$ cat src/rtl/aes_pkg.sv
// Shared AES GF(2^8) helpers, inverse MixColumns coefficients and control FSM states.
// Column access helpers treat a state as four 32-bit rows with column 0 in bits [31:24].
package aes_pkg;

  localparam logic [7:0] AES_RED = 8'h1b;
  localparam logic [7:0] INV_C0  = 8'h0e;
  localparam logic [7:0] INV_C1  = 8'h0b;
  localparam logic [7:0] INV_C2  = 8'h0d;
  localparam logic [7:0] INV_C3  = 8'h09;

  typedef enum logic [1:0] {
    IDLE = 2'd0,
    BUSY = 2'd1,
    DONE = 2'd2
  } state_t;

  // Row 0 sits at index 0 so that {line0, line1, line2, line3} packs naturally.
  typedef logic [0:3][31:0] mat_t;

  function automatic logic [7:0] xtime(input logic [7:0] a);
    return {a[6:0], 1'b0} ^ (a[7] ? AES_RED : 8'h00);
  endfunction

  function automatic logic [7:0] gmul(input logic [7:0] a, input logic [7:0] b);
    logic [7:0] p;
    logic [7:0] x;
    p = 8'h00;
    x = a;
    for (int i = 0; i < 8; i++) begin
      p = p ^ (b[i] ? x : 8'h00);
      x = xtime(x);
    end
    return p;
  endfunction

  function automatic logic [31:0] get_col(input mat_t m, input logic [1:0] c);
    logic [31:0] col;
    col = 32'h0000_0000;
    for (int r = 0; r < 4; r++) begin
      col[31 - 8*r -: 8] = m[r][31 - 8*int'(c) -: 8];
    end
    return col;
  endfunction

  function automatic mat_t put_col(input mat_t m, input logic [1:0] c, input logic [31:0] col);
    mat_t res;
    res = m;
    for (int r = 0; r < 4; r++) begin
      res[r][31 - 8*int'(c) -: 8] = col[31 - 8*r -: 8];
    end
    return res;
  endfunction

endpackage

$ cat src/rtl/inv_mix_col_word.sv
// Combinational inverse MixColumns of one 32-bit column (row 0 byte in [31:24]).
module inv_mix_col_word
  import aes_pkg::*;
(
  input  logic [31:0] col,
  output logic [31:0] mixed
);

  logic [7:0] a0, a1, a2, a3;

  assign a0 = col[31:24];
  assign a1 = col[23:16];
  assign a2 = col[15:8];
  assign a3 = col[7:0];

  // Circulant rows: {0e,0b,0d,09} rotated right by the row index.
  assign mixed[31:24] = gmul(a0, INV_C0) ^ gmul(a1, INV_C1) ^ gmul(a2, INV_C2) ^ gmul(a3, INV_C3);
  assign mixed[23:16] = gmul(a0, INV_C3) ^ gmul(a1, INV_C0) ^ gmul(a2, INV_C1) ^ gmul(a3, INV_C2);
  assign mixed[15:8]  = gmul(a0, INV_C2) ^ gmul(a1, INV_C3) ^ gmul(a2, INV_C0) ^ gmul(a3, INV_C1);
  assign mixed[7:0]   = gmul(a0, INV_C1) ^ gmul(a1, INV_C2) ^ gmul(a2, INV_C3) ^ gmul(a3, INV_C0);

endmodule

$ cat src/rtl/inv_mix_columns.sv
// AES InvMixColumns with valid/ready handshake; one column per cycle by default.
// Define INV_MIX_FAST_EN to transform all four columns in a single BUSY cycle.
module inv_mix_columns
  import aes_pkg::*;
(
  input  logic        clk,
  input  logic        rst,
  input  logic [31:0] line0,
  input  logic [31:0] line1,
  input  logic [31:0] line2,
  input  logic [31:0] line3,
  input  logic        in_valid,
  output logic        in_ready,
  output logic [31:0] outline0,
  output logic [31:0] outline1,
  output logic [31:0] outline2,
  output logic [31:0] outline3,
  output logic        out_valid,
  input  logic        out_ready
);

  state_t     state, state_nxt;
  logic [1:0] col_cnt, col_cnt_nxt;
  mat_t       work, work_nxt;
  logic       in_ready_nxt, out_valid_nxt;

`ifdef INV_MIX_FAST_EN
  logic [31:0] mixed [4];

  for (genvar g = 0; g < 4; g++) begin : g_col
    inv_mix_col_word u_word (
      .col   (get_col(work, 2'(g))),
      .mixed (mixed[g])
    );
  end
`else
  logic [31:0] mixed;

  inv_mix_col_word u_word (
    .col   (get_col(work, col_cnt)),
    .mixed (mixed)
  );
`endif

  // Next-state, datapath update and handshake flags.
  always_comb begin
    state_nxt     = state;
    col_cnt_nxt   = col_cnt;
    work_nxt      = work;
    in_ready_nxt  = in_ready;
    out_valid_nxt = out_valid;
    case (state)
      IDLE: begin
        if (in_valid && in_ready) begin
          work_nxt     = {line0, line1, line2, line3};
          col_cnt_nxt  = 2'd0;
          in_ready_nxt = 1'b0;
          state_nxt    = BUSY;
        end else begin
          state_nxt = IDLE;
        end
      end
      BUSY: begin
`ifdef INV_MIX_FAST_EN
        for (int c = 0; c < 4; c++) begin
          work_nxt = put_col(work_nxt, 2'(c), mixed[c]);
        end
        col_cnt_nxt   = 2'd0;
        out_valid_nxt = 1'b1;
        state_nxt     = DONE;
`else
        work_nxt    = put_col(work, col_cnt, mixed);
        col_cnt_nxt = col_cnt + 2'd1;
        if (col_cnt == 2'd3) begin
          out_valid_nxt = 1'b1;
          state_nxt     = DONE;
        end else begin
          state_nxt = BUSY;
        end
`endif
      end
      DONE: begin
        // in_ready rises only after the handshake edge, so no same-cycle re-accept.
        if (out_valid && out_ready) begin
          out_valid_nxt = 1'b0;
          in_ready_nxt  = 1'b1;
          state_nxt     = IDLE;
        end else begin
          state_nxt = DONE;
        end
      end
      default: begin
        col_cnt_nxt   = 2'd0;
        out_valid_nxt = 1'b0;
        in_ready_nxt  = 1'b1;
        state_nxt     = IDLE;
      end
    endcase
  end

  // State, counter, working register and registered handshake outputs.
  always_ff @(posedge clk or posedge rst) begin
    if (rst) begin
      state     <= IDLE;
      col_cnt   <= 2'd0;
      work      <= 128'h0;
      in_ready  <= 1'b1;
      out_valid <= 1'b0;
    end else begin
      state     <= state_nxt;
      col_cnt   <= col_cnt_nxt;
      work      <= work_nxt;
      in_ready  <= in_ready_nxt;
      out_valid <= out_valid_nxt;
    end
  end

  assign outline0 = work[0];
  assign outline1 = work[1];
  assign outline2 = work[2];
  assign outline3 = work[3];

endmodule

$ cat config.mk
export PLATFORM = sky130hd
export DESIGN_NAME = inv_mix_columns
export DESIGN_NICKNAME = d
export VERILOG_FILES = /design/src/rtl/aes_pkg.sv /design/src/rtl/inv_mix_col_word.sv /design/src/rtl/inv_mix_columns.sv
export SDC_FILE = /design/constraint.sdc
export NUM_CORES = 1
export LEC_CHECK = 0
export CORE_MARGIN = 4
export CORE_UTILIZATION = 51
export DETAILED_ROUTE_END_ITERATION = 10
export MAX_ROUTING_LAYER = met4
export PLACE_DENSITY = 0.83
export SETUP_SLACK_MARGIN = 0.2
export SYNTH_ARGS = -nofsm -noshare
export SYNTH_HDL_FRONTEND = slang
export SYNTH_HIERARCHICAL = 1
export SYNTH_SLANG_ARGS = --single-unit
$ cat constraint.sdc
create_clock -name clk -period 4.9 [get_ports clk]
set_input_delay 0.98 -clock clk [delete_from_list [all_inputs] [get_ports clk]]
set_output_delay 0.98 -clock clk [all_outputs]
set_load 0.005 [all_outputs]
; ---- Word-level counts from Yosys, hierarchy flattened
; Cells that the tools add are included.
[totals]
out_inout_bits = 130
reg_bits = 134
rom_bits = 0
latchBits = 0
mem_bits_rw = 0
memories = 0
wordCells = 119
in_bits = 132
[op_classes]
addsub = 3
n_reduce_logical = 8
bitwise_logic = 55
eq_ne = 6
shift = 9
n_mul = 0
mux = 30
order_cmp = 0
div_mod_pow = 0
[ops]
columns = cell, n
row1 = $xor A8 B8 Y8, 51
row2 = $pmux W128 S2, 1
row3 = $shiftx A39 B6 Y8, 4
row4 = $shiftx A8 B33 Y39, 4
row5 = $bwmux W32, 4
row6 = $mux W128, 1
row7 = $mux W5, 12
row8 = $shift A8 B33 Y39 const A, 1
row9 = $neg A6 Y33, 1
row10 = $pmux W2 S3, 2
row11 = $xor A8 B5 Y8, 1
row12 = $mux W2, 3
row13 = $ne A2 B2 Y1 const B, 3
row14 = $pmux W1 S3, 2
row15 = $reduce_and A3 Y1, 2
row16 = $sub A5 B5 Y6 const A, 1
row17 = $mux W1, 5
row18 = $eq A2 B2 Y1 const B, 2
row19 = $reduce_and A2 Y1, 2
row20 = $not A1 Y1, 3
row21 = $add A2 B1 Y2 const B, 1
row22 = $eq A2 B1 Y1 const B, 1
row23 = $logic_and A1 B1 Y1, 2
row24 = $logic_not A2 Y1, 1
row25 = $reduce_bool A2 Y1, 1

; ---- Logic depth before layout (Yosys ltp)
; Gate-level depths: netlist (run 1).
[depth]
ltp_word = 15
ltp_mapped = 10

; ---- Modules after synthesis
; Netlist (run 1), hierarchy kept.
[by_module_without_submodules]
columns = module, cells_each, n_inst, area_each_um2
row1 = inv_mix_columns, 531, 1, 8090.3
row2 = inv_mix_col_word, 193, 1, 2225.9

; ---- Worst setup path before layout (run 1)
; OpenSTA, ideal clock, no wires.
[synth_timing]
path_type = reg2reg
from = register col_cnt[0]
to = register work (netlist bit outline3[28])
path_stages_with_launch = 11
n_path_buf = 3
setup_time_ns = 0.125
synth_period_minus_slack_ns = 3.356
setup_slack_ns = 1.544
arrival_ns = 3.231
path_cell_list = dfrtp_1 buf_6 buf_2 mux4_2 buf_2 xnor3_1 xor2_1 xnor2_1 xnor3_1 a32o_1 mux2_4
[synth_via]
elab_chain_cells = 13
[synth_lines]
columns = element, line
row1 = start: declaration, inv_mix_columns.sv:23  ; logic [1:0] col_cnt, col_cnt_nxt;
row2 = start signal: assignment, inv_mix_columns.sv:111  ; col_cnt <= col_cnt_nxt;
row3 = $sub A5 B5 Y6 (*), aes_pkg.sv:40  ; col[31 - 8*r -: 8] = m[r][31 - 8*int'(c) -: 8];
row4 = $shiftx A39 B6 Y8, aes_pkg.sv:40
row5 = $xor A8 B8 Y8 or $mux W5 (tied branches), -
row6 = $mux W5 or $xor A8 B8 Y8 (tied branches), -
row7 = $xor A8 B8 Y8 or $mux W5 (tied branches), -
row8 = "$xor A8 B8 Y8, on equally long branches", -
row9 = $xor A8 B8 Y8, aes_pkg.sv:30  ; p = p ^ (b[i] ? x : 8'h00);
row10 = $xor A8 B8 Y8 (2 in series), inv_mix_col_word.sv:20  ; assign mixed[7:0] = gmul(a0, INV_C1) ^ gmul(a1, INV_C2) ^ gmul(a2, INV_C3) ^ gmul(a3, INV_C0);
row11 = $xor A8 B8 Y8 (*), inv_mix_col_word.sv:20
row12 = named net mixed[4], inv_mix_columns.sv:37  ; logic [31:0] mixed;
row13 = $shiftx A8 B33 Y39 (*), aes_pkg.sv:49  ; res[r][31 - 8*int'(c) -: 8] = col[31 - 8*r -: 8];
row14 = $bwmux W32 (*), aes_pkg.sv:49
row15 = $pmux W128 S2 (*), inv_mix_columns.sv:52  ; case (state)
row16 = end signal: assignment, inv_mix_columns.sv:112  ; work <= work_nxt;
row17 = end: declaration, inv_mix_columns.sv:24  ; mat_t work, work_nxt;
; The timed path passes the listed nets; every way through them passes the cells marked *.
; A chain may end at the register's enable or synchronous reset.

; ---- Worst setup path in the final report (run 1)
[layout_timing]
from = register col_cnt[1]
to = register work (netlist bit outline3[30])
[layout_via]
elab_chain_cells = 13
[layout_lines]
columns = element, line
row1 = $sub A5 B5 Y6 (*), aes_pkg.sv:40
row2 = $shiftx A39 B6 Y8, aes_pkg.sv:40
row3 = $mux W5, aes_pkg.sv:21  ; return {a[6:0], 1'b0} ^ (a[7] ? AES_RED : 8'h00);
row4 = $xor A8 B8 Y8 (2 in series), -
row5 = "$xor A8 B8 Y8, on equally long branches", -
row6 = $xor A8 B8 Y8, aes_pkg.sv:30
row7 = $xor A8 B8 Y8 (2 in series), inv_mix_col_word.sv:20
row8 = $xor A8 B8 Y8 (*), inv_mix_col_word.sv:20
row9 = named net mixed[6], inv_mix_columns.sv:37
row10 = $shiftx A8 B33 Y39 (*), aes_pkg.sv:49
row11 = $bwmux W32 (*), aes_pkg.sv:49
row12 = $pmux W128 S2 (*), inv_mix_columns.sv:52
; Marked as above.

==> results.txt, run 1 <==
Antenna Violating Nets Remaining -> 0
clock sinks -> 134
status -> finished clean
Mean Syn Cell Area -> 14.2 um2
placed inst area -> 12,800 um2
final hold violations -> 0
Critical Path Start Type -> flop
metal3 WL -> 2.95 mm
CP Class -> reg -> reg
routability cong. -> 0.996
leading area contributor after synthesis -> dfrtp_1
wire length per cell -> 27.6 um
CTS Hold Bufs -> 0
clock skew after layout -> 0.0140 ns
synth-to-layout area growth -> 29.9%
DRT Pass-1 Iters -> 5
post-CTS resize count -> 0
WP data required -> 5.27 ns
PortBufs -> 261
share of the synthesized area in the top cell type -> 0.323
vias in the first global route -> 8,184
final worst path period share -> 0.798
Synthesis Warnings -> 6
multi-input logic area -> 6360 um2
global-route wire length before repair -> 50.3 mm
Rows -> 51
Post-synth top flop -> dfrtp_1
DRC Markers -> 0
pin count of the biggest net entering global routing -> 90
Post-CTS Setup Bufs -> 0
Hold WC Path Type -> reg -> reg
post-route cell area -> 13,400 um2
setup_tns -> 0 ns
I/O pin count -> 262
CTS tree -> yes
Iter 0 DRT Violations -> 734
Die W -> 150 um
GRT Total Usage -> 0.306
antenna violations before repair -> 0
count leader, synth -> dfrtp_1
Yosys reg bits -> 134
Slowest cell on crit path -> dfrtp_2
number of synthesized flops with an enable pin -> 0
Metal-1 WL -> 13.6 mm
Async SR Flop Fraction -> 1.00
Netlist cell types -> 36
Crit path arrival time -> 4.29 ns
Slew HR -> 0.268
Initial Util -> 0.525
Pins Over Slew Limit -> 0
max-cap violations -> 0
Commonest cells post-synth -> dfrtp_1, a32o_1, mux2_4
share of layout cells above drive strength 1 -> 0.240
Num CTS Buffers -> 17
Final setup viols -> 0
final WL -> 33.4 mm
nets -> 1,069
fmax -> 256 MHz
Setup WS pre-CTS -> 0.991 ns
post-layout min period -> 3.91 ns
cell count after synthesis -> 724
Slew @ Worst Pin -> 1.10 ns
Core Region -> 19,700 um2
die height -> 150 um
die area -> 22,600 um2
Seq/Total Area, Yosys -> 0.325
RSZ-0062 raised after global routing -> false
WL met2 -> 16.1 mm
vias -> 7,725
Register Area -> 3360 um2
clk slew on worst S/H paths -> 0.06 ns
Worst path max stage delay -> 1.03 ns
CP dominant cell by count -> xnor2_1
worst path cell trace -> mux4_2 > xnor2_1 > xnor3_1 > xnor2_1 > a32o_1 > mux2_4
H-tree levels -> 4
CTS Buffer Depth -> 2
synth top area cells -> dfrtp_1, mux2_4, a32o_1
ant diodes -> 0
crit-path max FO -> 40
Worst Setup End Kind -> flop
Synth Cell Area -> 10,300 um2
Detailed Place HPWL -> 23.8 mm
final global-route overflow total -> 0
latest clock arrival within the worst-skew pair -> 0.43 ns
FILL cells -> 1,448
clock root cell -> clkbuf_16
routed vias/inst -> 6.39
worst setup margin -> 0.988 ns
Syn Nets -> 860
DR top layer -> met4
==> critical path: cells and delay by family, from the launching register on <==
| family | cells | cell delay (ns) |
|---|---|---|
| AO/OA/AOI/OAI | 1 | 0.29 |
| XOR/XNOR | 3 | 1.81 |
| flip-flops | 1 | 1.03 |
| multiplexers | 2 | 0.72 |
==> per-layer routing <==
layer | vias up | GRT usage
li1 | 3211 | -
met3 | 66 | 0.0563
met1 | 3954 | 0.417
met4 | 0 | 0.0942
met2 | 494 | 0.472
met5 | - | -
==> path summary, 6_finish.rpt <==
kind / start / endpoint / slack (ns) / depth (start not counted)
hold / removal: outline0[22]$_DFFE_PP0P_ / outline0[22]$_DFFE_PP0P_ / 0.54 / 1
setup reg to reg: col_cnt[1]$_DFFE_PP0P_ / outline3[30]$_DFFE_PP0P_ / 0.99 / 6
min in group asynchronous: rst / outline0[24]$_DFFE_PP0P_ / 1.09 / 2
hold reg to reg: outline0[22]$_DFFE_PP0P_ / outline0[22]$_DFFE_PP0P_ / 0.54 / 1
max in group asynchronous: rst / outline3[28]$_DFFE_PP0P_ / 2.90 / 3
setup / recovery: col_cnt[1]$_DFFE_PP0P_ / outline3[30]$_DFFE_PP0P_ / 0.99 / 6
==> layout by cell type (no fill, tap or decap), drive strengths merged, types with 3 or more instances in the layout <==
cell type and count:
clkdlybuf4s50 261, dfrtp 133, xor3 3, nand2 9, inv 6, mux4 32, clkinv 5, mux2 128
o22ai 3, a32o 128, xnor2 109, a21oi 8, buf 11, xor2 32, clkbuf 21, xnor3 34
ha 4
==> registers in the layout (all words and copies together), names as in the netlist <==
| signal | cells |
|---|---|
| col_cnt | 2 |
| in_ready | 1 |
| out_valid | 1 |
| outline0 | 32 |
| outline1 | 32 |
| outline2 | 32 |
| outline3 | 32 |
| state | 2 |
==> final cells by class <==
| cell class | count | area share |
|---|---|---|
| clock inverters | 9 | 0.00775 |
| clock buffers | 21 | 0.0344 |
| multi-input cells | 502 | 0.475 |
| repair buffers | 272 | 0.206 |
| flip-flops and latches | 134 | 0.251 |
| well taps | 265 | 0.0247 |
| inverters | 6 | 0.00205 |
==> cell families (layout without fill, tap and decap cells) <==
| logic type | Yosys count | after routing | synth area share |
|---|---|---|---|
| AO/OA/AOI/OAI | 141 | 141 | 0.136 |
| XOR/XNOR | 178 | 178 | 0.208 |
| adder cells (fa/ha/maj) | 4 | 4 | 0.00485 |
| buffers and inverters | 88 | 308 | 0.0609 |
| flip-flops | 134 | 134 | 0.325 |
| multiplexers | 160 | 160 | 0.253 |
| AND/OR/NAND/NOR | 19 | 19 | 0.0114 |
==> metrics by stage <==
step | instances | util | hold slack [ns]
after floorplan | 724 | - | 0.523
after global placement | 1179 | 0.653 | 0.518
after detailed placement | 1179 | 0.653 | 0.527
after CTS | 1209 | 0.682 | 0.539
after global routing | 1209 | 0.682 | 0.557
final | 1209 | 0.682 | 0.539
Power of run 1 is not shown: default switching activity piles up to over one toggle a cycle in this logic, so the estimate is an artifact.
==> inputs of run 2 (changes only) <==
clock period = 3.9 ns   (was 4.9 ns; I/O delays follow)
==> results.txt, run 2 (synthesized netlist as in run 1, its figures left out) <==
final hold violations -> 0
most frequent cells in the layout -> clkdlybuf4s50_1, dfrtp_1, a32o_1, mux2_4, xnor2_1
Post-CTS Setup Bufs -> 0
clock skew after layout -> 0.0146 ns
Iter 0 DRT Violations -> 788
post-route cell area -> 13,600 um2
reg2reg end -> outline3[28]$_DFFE_PP0P_
hold depth -> 1
Final setup viols -> 0
multi-input logic area -> 6360 um2
source of the critical timing path -> col_cnt[0]$_DFFE_PP0P_
clock sinks -> 134
crit-path max FO -> 24
Slew @ Worst Pin -> 1.09 ns
Critical R2R Launch -> col_cnt[0]$_DFFE_PP0P_
post-layout min period -> 3.58 ns
setup_tns -> 0 ns
GRT Total Usage -> 0.314
Detailed Place HPWL -> 24.5 mm
CTS tree -> yes
Core Region -> 19,700 um2
clock root cell -> clkbuf_16
synth-to-layout area growth -> 31.9%
commonest non-fill, non-tap cell in the layout -> clkdlybuf4s50_1
status -> finished clean
routed vias/inst -> 6.41
Rows -> 51
Pins Over Slew Limit -> 0
Register-to-Register Path Depth -> 8
Final Non-Filler Cells -> 1,230
WP data required -> 4.22 ns
ant diodes -> 0
antenna violations before repair -> 0
latest clock arrival within the worst-skew pair -> 0.43 ns
CTS Hold Bufs -> 0
Initial Util -> 0.525
nets -> 1,088
share of layout cells above drive strength 1 -> 0.255
clk slew on worst S/H paths -> 0.06 ns
die area -> 22,600 um2
Register Area -> 3360 um2
RSZ-0062 raised after global routing -> false
Num CTS Buffers -> 17
global-route wire length before repair -> 51.5 mm
CP Class -> reg -> reg
final global-route overflow total -> 0
pin count of the biggest net entering global routing -> 135
FILL cells -> 1,432
die height -> 150 um
vias -> 7,884
PortBufs -> 261
Die W -> 150 um
worst setup margin -> 0.320 ns
H-tree levels -> 4
fmax -> 279 MHz
final worst path period share -> 0.918
final WL -> 34.3 mm
post-CTS resize count -> 0
DRC Markers -> 0
Worst Setup End Kind -> flop
Critical Path Start Type -> flop
wire length per cell -> 27.8 um
crit path to -> outline3[28]$_DFFE_PP0P_
cell total after placement -> 1,198
I/O pin count -> 262
routability cong. -> 1.01
Crit path arrival time -> 3.90 ns
DRT Pass-1 Iters -> 5
Hold WC Path Type -> reg -> reg
Slew HR -> 0.273
CTS Buffer Depth -> 2
FF-to-FF setup slack -> 0.32 ns
placed inst area -> 13,000 um2
Setup WS pre-CTS -> 0.381 ns
vias in the first global route -> 8,408
Antenna Violating Nets Remaining -> 0
max-cap violations -> 0
==> run 2: routing by layer <==
layer / up-vias / GRT usage / share of wire
met2: 547 / 0.485 / 0.48
met5: - / - / 0
li1: 3252 / - / -
met1: 3996 / 0.415 / 0.39
met3: 89 / 0.0686 / 0.10
met4: 0 / 0.106 / 0.030
==> run 2: through the flow <==
| stage | hold slack [ns] | util |
|---|---|---|
| CTS | 0.540 | 0.692 |
| global route | 0.551 | 0.692 |
| global placement | 0.514 | 0.660 |
| finish | 0.539 | 0.692 |
| floorplan | 0.523 | - |
| detailed placement | 0.523 | 0.660 |
==> run 2: worst min path at each step <==
stage,start,to,slack [ns]
2_1_floorplan,outline3[6]$_DFFE_PP0P_,outline3[6]$_DFFE_PP0P_,0.52
3_3_place_gp,outline0[22]$_DFFE_PP0P_,outline0[22]$_DFFE_PP0P_,0.51
3_5_place_dp,outline0[22]$_DFFE_PP0P_,outline0[22]$_DFFE_PP0P_,0.52
4_1_cts,outline1[31]$_DFFE_PP0P_,outline1[31]$_DFFE_PP0P_,0.54
5_1_grt,outline0[6]$_DFFE_PP0P_,outline0[6]$_DFFE_PP0P_,0.55
6_report,outline0[22]$_DFFE_PP0P_,outline0[22]$_DFFE_PP0P_,0.54
==> run 2: final cells by class <==
type                    instances  share of cell area
clock buffers                  24              0.0354
clock inverters                 8              0.0107
inverters                       6             0.00193
multi-input cells             502               0.468
flip-flops and latches        134               0.247
well taps                     265              0.0244
repair buffers                291               0.213
==> run 2: worst max-delay path: stages (launching register included) <==
cell and delay, ns:
dfrtp_2 0.40, buf_12 0.21, mux4_2 0.67, xor2_2 0.36
xnor3_2 0.46, xnor2_2 0.26, xnor3_1 0.54, a32o_1 0.27
mux2_4 0.26
Power of run 2 is left out for the same reason.
